**src/rtl/adder_mp_serial.sv**
```systemverilog
// Serial multi-precision adder/subtractor: one LIMB_W-bit limb per clock, LS limb first,
// with a registered carry chained between limbs. All outputs are registered.
module adder_mp_serial #(
  parameter int LIMB_W  = 8,
  parameter int N_LIMBS = 50,
  parameter int IDX_W   = (N_LIMBS > 1) ? $clog2(N_LIMBS) : 1,
  localparam int TW     = LIMB_W * N_LIMBS
) (
  input  logic          clk,
  input  logic          rst,
  input  logic          start,
  input  logic          sub,
  input  logic [TW-1:0] a_flat,
  input  logic [TW-1:0] b_flat,
  output logic [TW-1:0] sum_flat,
  output logic          carry_out,
  output logic          busy,
  output logic          done
);

  localparam logic [0:0] IDLE = 1'b0;
  localparam logic [0:0] RUN  = 1'b1;
  localparam logic [IDX_W-1:0] LAST_IDX = IDX_W'(N_LIMBS - 1);

  logic [0:0]                     state_r;
  logic [N_LIMBS-1:0][LIMB_W-1:0] a_r;
  logic [N_LIMBS-1:0][LIMB_W-1:0] b_r;
  logic [N_LIMBS-1:0][LIMB_W-1:0] sum_r;
  logic                           sub_r;
  logic                           carry_r;
  logic [IDX_W-1:0]               idx_r;

  logic [LIMB_W-1:0] a_limb_s;
  logic [LIMB_W-1:0] b_limb_s;
  logic [LIMB_W-1:0] limb_sum_s;
  logic              limb_carry_s;

  // Subtraction is A + ~B + 1: the carry register is seeded with sub at start.
  always_comb begin
    a_limb_s = a_r[idx_r];
    b_limb_s = b_r[idx_r] ^ {LIMB_W{sub_r}};
    {limb_carry_s, limb_sum_s} = {1'b0, a_limb_s} + {1'b0, b_limb_s}
                               + {{LIMB_W{1'b0}}, carry_r};
  end

  assign sum_flat = sum_r;

  // Control FSM and limb datapath registers.
  always_ff @(posedge clk) begin
    if (rst) begin
      state_r   <= IDLE;
      a_r       <= '0;
      b_r       <= '0;
      sum_r     <= '0;
      sub_r     <= 1'b0;
      carry_r   <= 1'b0;
      idx_r     <= '0;
      carry_out <= 1'b0;
      busy      <= 1'b0;
      done      <= 1'b0;
    end else begin
      case (state_r)
        IDLE: begin
          done <= 1'b0;
          if (start) begin
            a_r     <= a_flat;
            b_r     <= b_flat;
            sub_r   <= sub;
            carry_r <= sub;
            idx_r   <= '0;
            sum_r   <= '0;
            busy    <= 1'b1;
            state_r <= RUN;
          end
        end
        RUN: begin
          sum_r[idx_r] <= limb_sum_s;
          carry_r      <= limb_carry_s;
          if (idx_r == LAST_IDX) begin
            carry_out <= limb_carry_s;
            done      <= 1'b1;
            busy      <= 1'b0;
            idx_r     <= '0;
            state_r   <= IDLE;
          end else begin
            idx_r <= idx_r + IDX_W'(1);
          end
        end
        default: begin
          state_r <= IDLE;
          busy    <= 1'b0;
          done    <= 1'b0;
        end
      endcase
    end
  end

endmodule
```
**config.mk**
```make
export PLATFORM = sky130hd
export DESIGN_NAME = adder_mp_serial
export DESIGN_NICKNAME = d
export VERILOG_FILES = /design/src/rtl/adder_mp_serial.sv
export SDC_FILE = /design/constraint.sdc
export NUM_CORES = 2
export LEC_CHECK = 0
export CAP_MARGIN = 20
export CELL_PAD_IN_SITES_DETAIL_PLACEMENT = 0
export CELL_PAD_IN_SITES_GLOBAL_PLACEMENT = 1
export CORE_AREA = 2 2 464 466
export DETAILED_ROUTE_END_ITERATION = 16
export DIE_AREA = 0 0 466 468
export PLACE_DENSITY = 0.61
export REMOVE_ABC_BUFFERS = 1
export SETUP_SLACK_MARGIN = 0.02
export SLEW_MARGIN = 20
export SYNTH_ARGS = -nofsm -noshare
export SYNTH_HDL_FRONTEND = slang
export SYNTH_SLANG_ARGS = --single-unit
```
**constraint.sdc**
```tcl
create_clock -name clk -period 8.6 [get_ports clk]
set_clock_uncertainty 0.05 [all_clocks]
set_input_delay 2.15 -clock clk [delete_from_list [all_inputs] [get_ports clk]]
set_output_delay 2.15 -clock clk [all_outputs]
set_load 0.02 [all_outputs]
```
==> results.toml <==
[pwr]
ir_drop_mv = 0.206
intPower_mw = 10.4
p_sw_mw = 3.91
pwr-share-comb_pct = 11.7
swShare_pct = 27.3
p_per_area_mw_per_mm2 = 209
pwr-share-clk_pct = 46.7
seqPwrFrac_pct = 41.6
power_leakage_nw = 23.6

[worst_setup_path]
critical_path.startpoint_type = "flop"
end_kind = "flop"
reg2reg_from = "idx_r[2]"
r2r_end = "sum_flat[390]"
worst-path-buf-inv = 2
cp.depth = 16
cp.arrival_ns = 7.34
worstSetupPathType = "flop to flop"
cp_max_fo = 50
crit_family = "compound AO/OA/AOI/OAI gates"
cp_slowest_stage_delay_ns = 0.94
reg2reg_slack_ns = 1.92
cp_cell_sequence = "clkinv_2 > a221oi_1 > nor2_1 > o21ai_1 > o221ai_1 > nor4_2 > fa_2 > inv_1 > fa_2 > a21o_1 > a21oi_1 > o21bai_1 > a21oi_1 > xnor2_1 > nand2_4 > o21ai_0"
r2r_cells = 16
endpoint = "sum_flat[390]"
crit_start = "idx_r[2]"
cp_slowest_cell = "clkinv_2"
required_ns = 9.26

[placed_design]
place_inst = 9729
dp_slack_ns = 1.52
io_buffers = 1206
hpwl_mm = 189
place_congestion = 0.836

[layout]
final_core_util_pct = 32.2
fillers = 22667
area_growth_syn_to_layout_pct = 39.7
nets = 7859
final_cells = 10029
drive_gt1_share_pct = 6.50
seqCellArea_mm2 = 0.0243
multi_input_area_mm2 = 0.0227

[routing]
route.detailed.drc = 0
ant_nets = 0
vias = 48664
vias_per_cell = 4.85
drt_first_pass_iters = 7
post_drt_wl_per_cell_um = 26.3
routed_wl_mm = 264
drt_iter0_drc = 3604

[run_status]
status = "complete, no violations"

[timing]
rsz0062_at_grt = "false"
tightest_slew_ns = 1.18
fin_crit_sh_pct = 77.7
setup_slack_ns = 1.92
fin_crit_ns = 6.68
max_slew_margin_pct = 21.1
finalSetupTns_ns = 0
drv_slew = 0
final_hold_viol_count = 0
whs_ns = 0.402
setup_viol = 0
timing.fmax_ghz = 0.150

[clock_tree]
path_clk_slew_ns = 0.06
cts_resized = 0
ctsLongestPathBuffers = 3
cts_tree = "built"
post-cts-setup-buffers = 0
root_buffer = "clkbuf_16"
h-tree-depth = 4
cts.sinks = 1212
cts_hold_buf = 0
clk_latency_ns = 0.82
cts-buffers-inserted = 149

[logic_synthesis]
synth_warnings = 0
ys_types = 70
ys_ff_latch = 1212
synth_ff_type = "dfxtp_1"
synth_seq_area_share_pct = 49.4
syn_avg_cell_area_um2 = 7.95
synth_area_mm2 = 0.0492
async_reset_ff_share_pct = 0
synth_edf_count = 0
synth_cells = 6182

[global_routing]
grt_start_max_net_pins = 244
grt-ovfl-total = 0
use_met2_pct = 40.6
use_met3_pct = 5.42
grtUsageTotal_pct = 23.2
top_usage_layer = "met2"
gr-usage-met1_pct = 27.4
grt_pass1_vias = 47318
grt_first_pass_wirelength_mm = 362
antenna_found_initial = 80

[worst_hold_path]
hold_path_class = "flop to flop"

[floorplanning]
die_area_mm2 = 0.218
die_x_um = 466
die_h_um = 468
fp-row-count = 170
fp.coreArea_mm2 = 0.213
io_pins = 1207
start_util_pct = 23.0

[flow_run]
max-cap-violations = 0
-- power by group through the flow --
stage | combinational, mW | sequential (mW) | clock [mW]
finish | 1.68 | 5.98 | 6.70
global route | 1.80 | 6.00 | 7.09
CTS | 1.70 | 5.98 | 6.86
detailed placement | 1.70 | 6.10 | 0
global placement | 1.69 | 6.09 | 0
floorplan | 0.989 | 6.06 | 0
-- area by class of cell --
| type | count | area share, % |
|---|---|---|
| clock buffers | 209 | 6.29 |
| inverters | 10 | 0.0583 |
| multi-input cells | 4396 | 33.0 |
| diodes | 35 | 0.128 |
| clock inverters | 54 | 1.22 |
| flip-flops and latches | 1212 | 35.4 |
| well taps | 2838 | 5.17 |
| repair buffers | 1275 | 18.8 |
-- sequential cells by signal (all words and copies together), names as in the netlist --
register,count
a_r,400
b_r,400
sum_flat,400
idx_r,6
busy,1
carry_out,1
carry_r,1
done,1
state_r,1
sub_r,1
-- how the worst min path moves through the flow --
stage          startpoint        to  slack (ns)  cells past startpoint
2_1_floorplan    b_r[150]  b_r[150]        0.38                      2
3_3_place_gp     b_r[257]  b_r[257]        0.39                      2
3_5_place_dp     b_r[286]  b_r[286]        0.39                      2
4_1_cts          b_r[286]  b_r[286]        0.40                      2
5_1_grt          b_r[273]  b_r[273]        0.42                      2
6_report         b_r[102]  b_r[102]        0.40                      2
-- cell families after synthesis --
kind of cell,count (synthesis),synth area share (%)
AND/OR/NAND/NOR,2599,21.3
AO/OA/AOI/OAI,1563,18.0
flip-flops,1212,49.4
buffers and inverters,574,4.95
multiplexers,210,5.83
XOR/XNOR,13,0.247
adder cells (fa/ha/maj),11,0.311
-- placed cells by master, fill, tap and decap left out, drive strengths merged, types with 6 or more instances in the layout --
cell / n
nand2: 1861
dfxtp: 1212
clkdlybuf4s50: 1205
a21oi: 1018
nor2: 334
nand3: 307
clkbuf: 209
o21ai: 154
mux2i: 114
a31oi: 108
a221oi: 84
buf: 70
mux4: 57
a22oi: 47
o22ai: 41
mux2: 39
diode: 35
nand4: 32
clkinv: 29
o311ai: 26
o31ai: 24
a22o: 17
inv: 16
bufinv: 15
ha: 9
and2: 9
nor2b: 9
nor3: 8
a221o: 7
o221ai: 7
xnor2: 7
nor3b: 7
a211oi: 6
nor4: 6
xor2: 6
-- per-layer routing --
| layer | wire length (um) | up-vias |
|---|---|---|
| met5 | 419 | - |
| met4 | 8400 | 66 |
| met3 | 17700 | 363 |
| met2 | 131000 | 1652 |
| met1 | 106000 | 23708 |
| li1 | - | 22875 |
-- Yosys cell counts, types with 7 or more instances --
cell type / instances / area [um2]
a21oi_1: 1018 / 5090
a221o_1: 7 / 70.1
a221oi_1: 81 / 709
a22o_1: 17 / 149
a22oi_1: 47 / 353
a31oi_1: 108 / 676
and2_1: 9 / 56.3
buf_1: 41 / 154
buf_2: 63 / 315
buf_4: 13 / 97.6
buf_6: 20 / 225
clkbuf_1: 427 / 1600
dfxtp_1: 1212 / 24300
ha_1: 9 / 113
inv_1: 7 / 26.3
mux2_2: 38 / 428
mux2i_1: 114 / 1140
mux4_2: 57 / 1280
nand2_1: 1860 / 6980
nand3_1: 307 / 1540
nand4_1: 32 / 200
nor2_1: 331 / 1240
nor2b_1: 9 / 56.3
o21ai_0: 151 / 756
o221ai_1: 7 / 61.3
o22ai_1: 41 / 257
o311ai_0: 26 / 228
o31ai_1: 24 / 180
xnor2_1: 7 / 61.3
-- metrics by stage --
step / power [mW] / area (um2)
final: 14.4 / 68700
after CTS: 14.5 / 68500
after detailed placement: 7.80 / 63400
after floorplan: 7.05 / 46800
after global routing: 14.9 / 68600
after global placement: 7.78 / 63300
-- worst register-to-register path: stages (launching register included) --
cell and delay [ns]:
dfxtp_4 0.78, clkinv_2 1.01, a221oi_1 0.57, nor2_1 0.07, o21ai_1 0.52, o221ai_1 0.26, nor4_2 0.51, fa_2 0.38
inv_1 0.07, fa_2 0.42, a21o_1 0.19, a21oi_1 0.30, o21bai_1 0.11, a21oi_1 0.23, xnor2_1 0.20, nand2_4 0.39
o21ai_0 0.53
(Power assumes the default switching activity.)
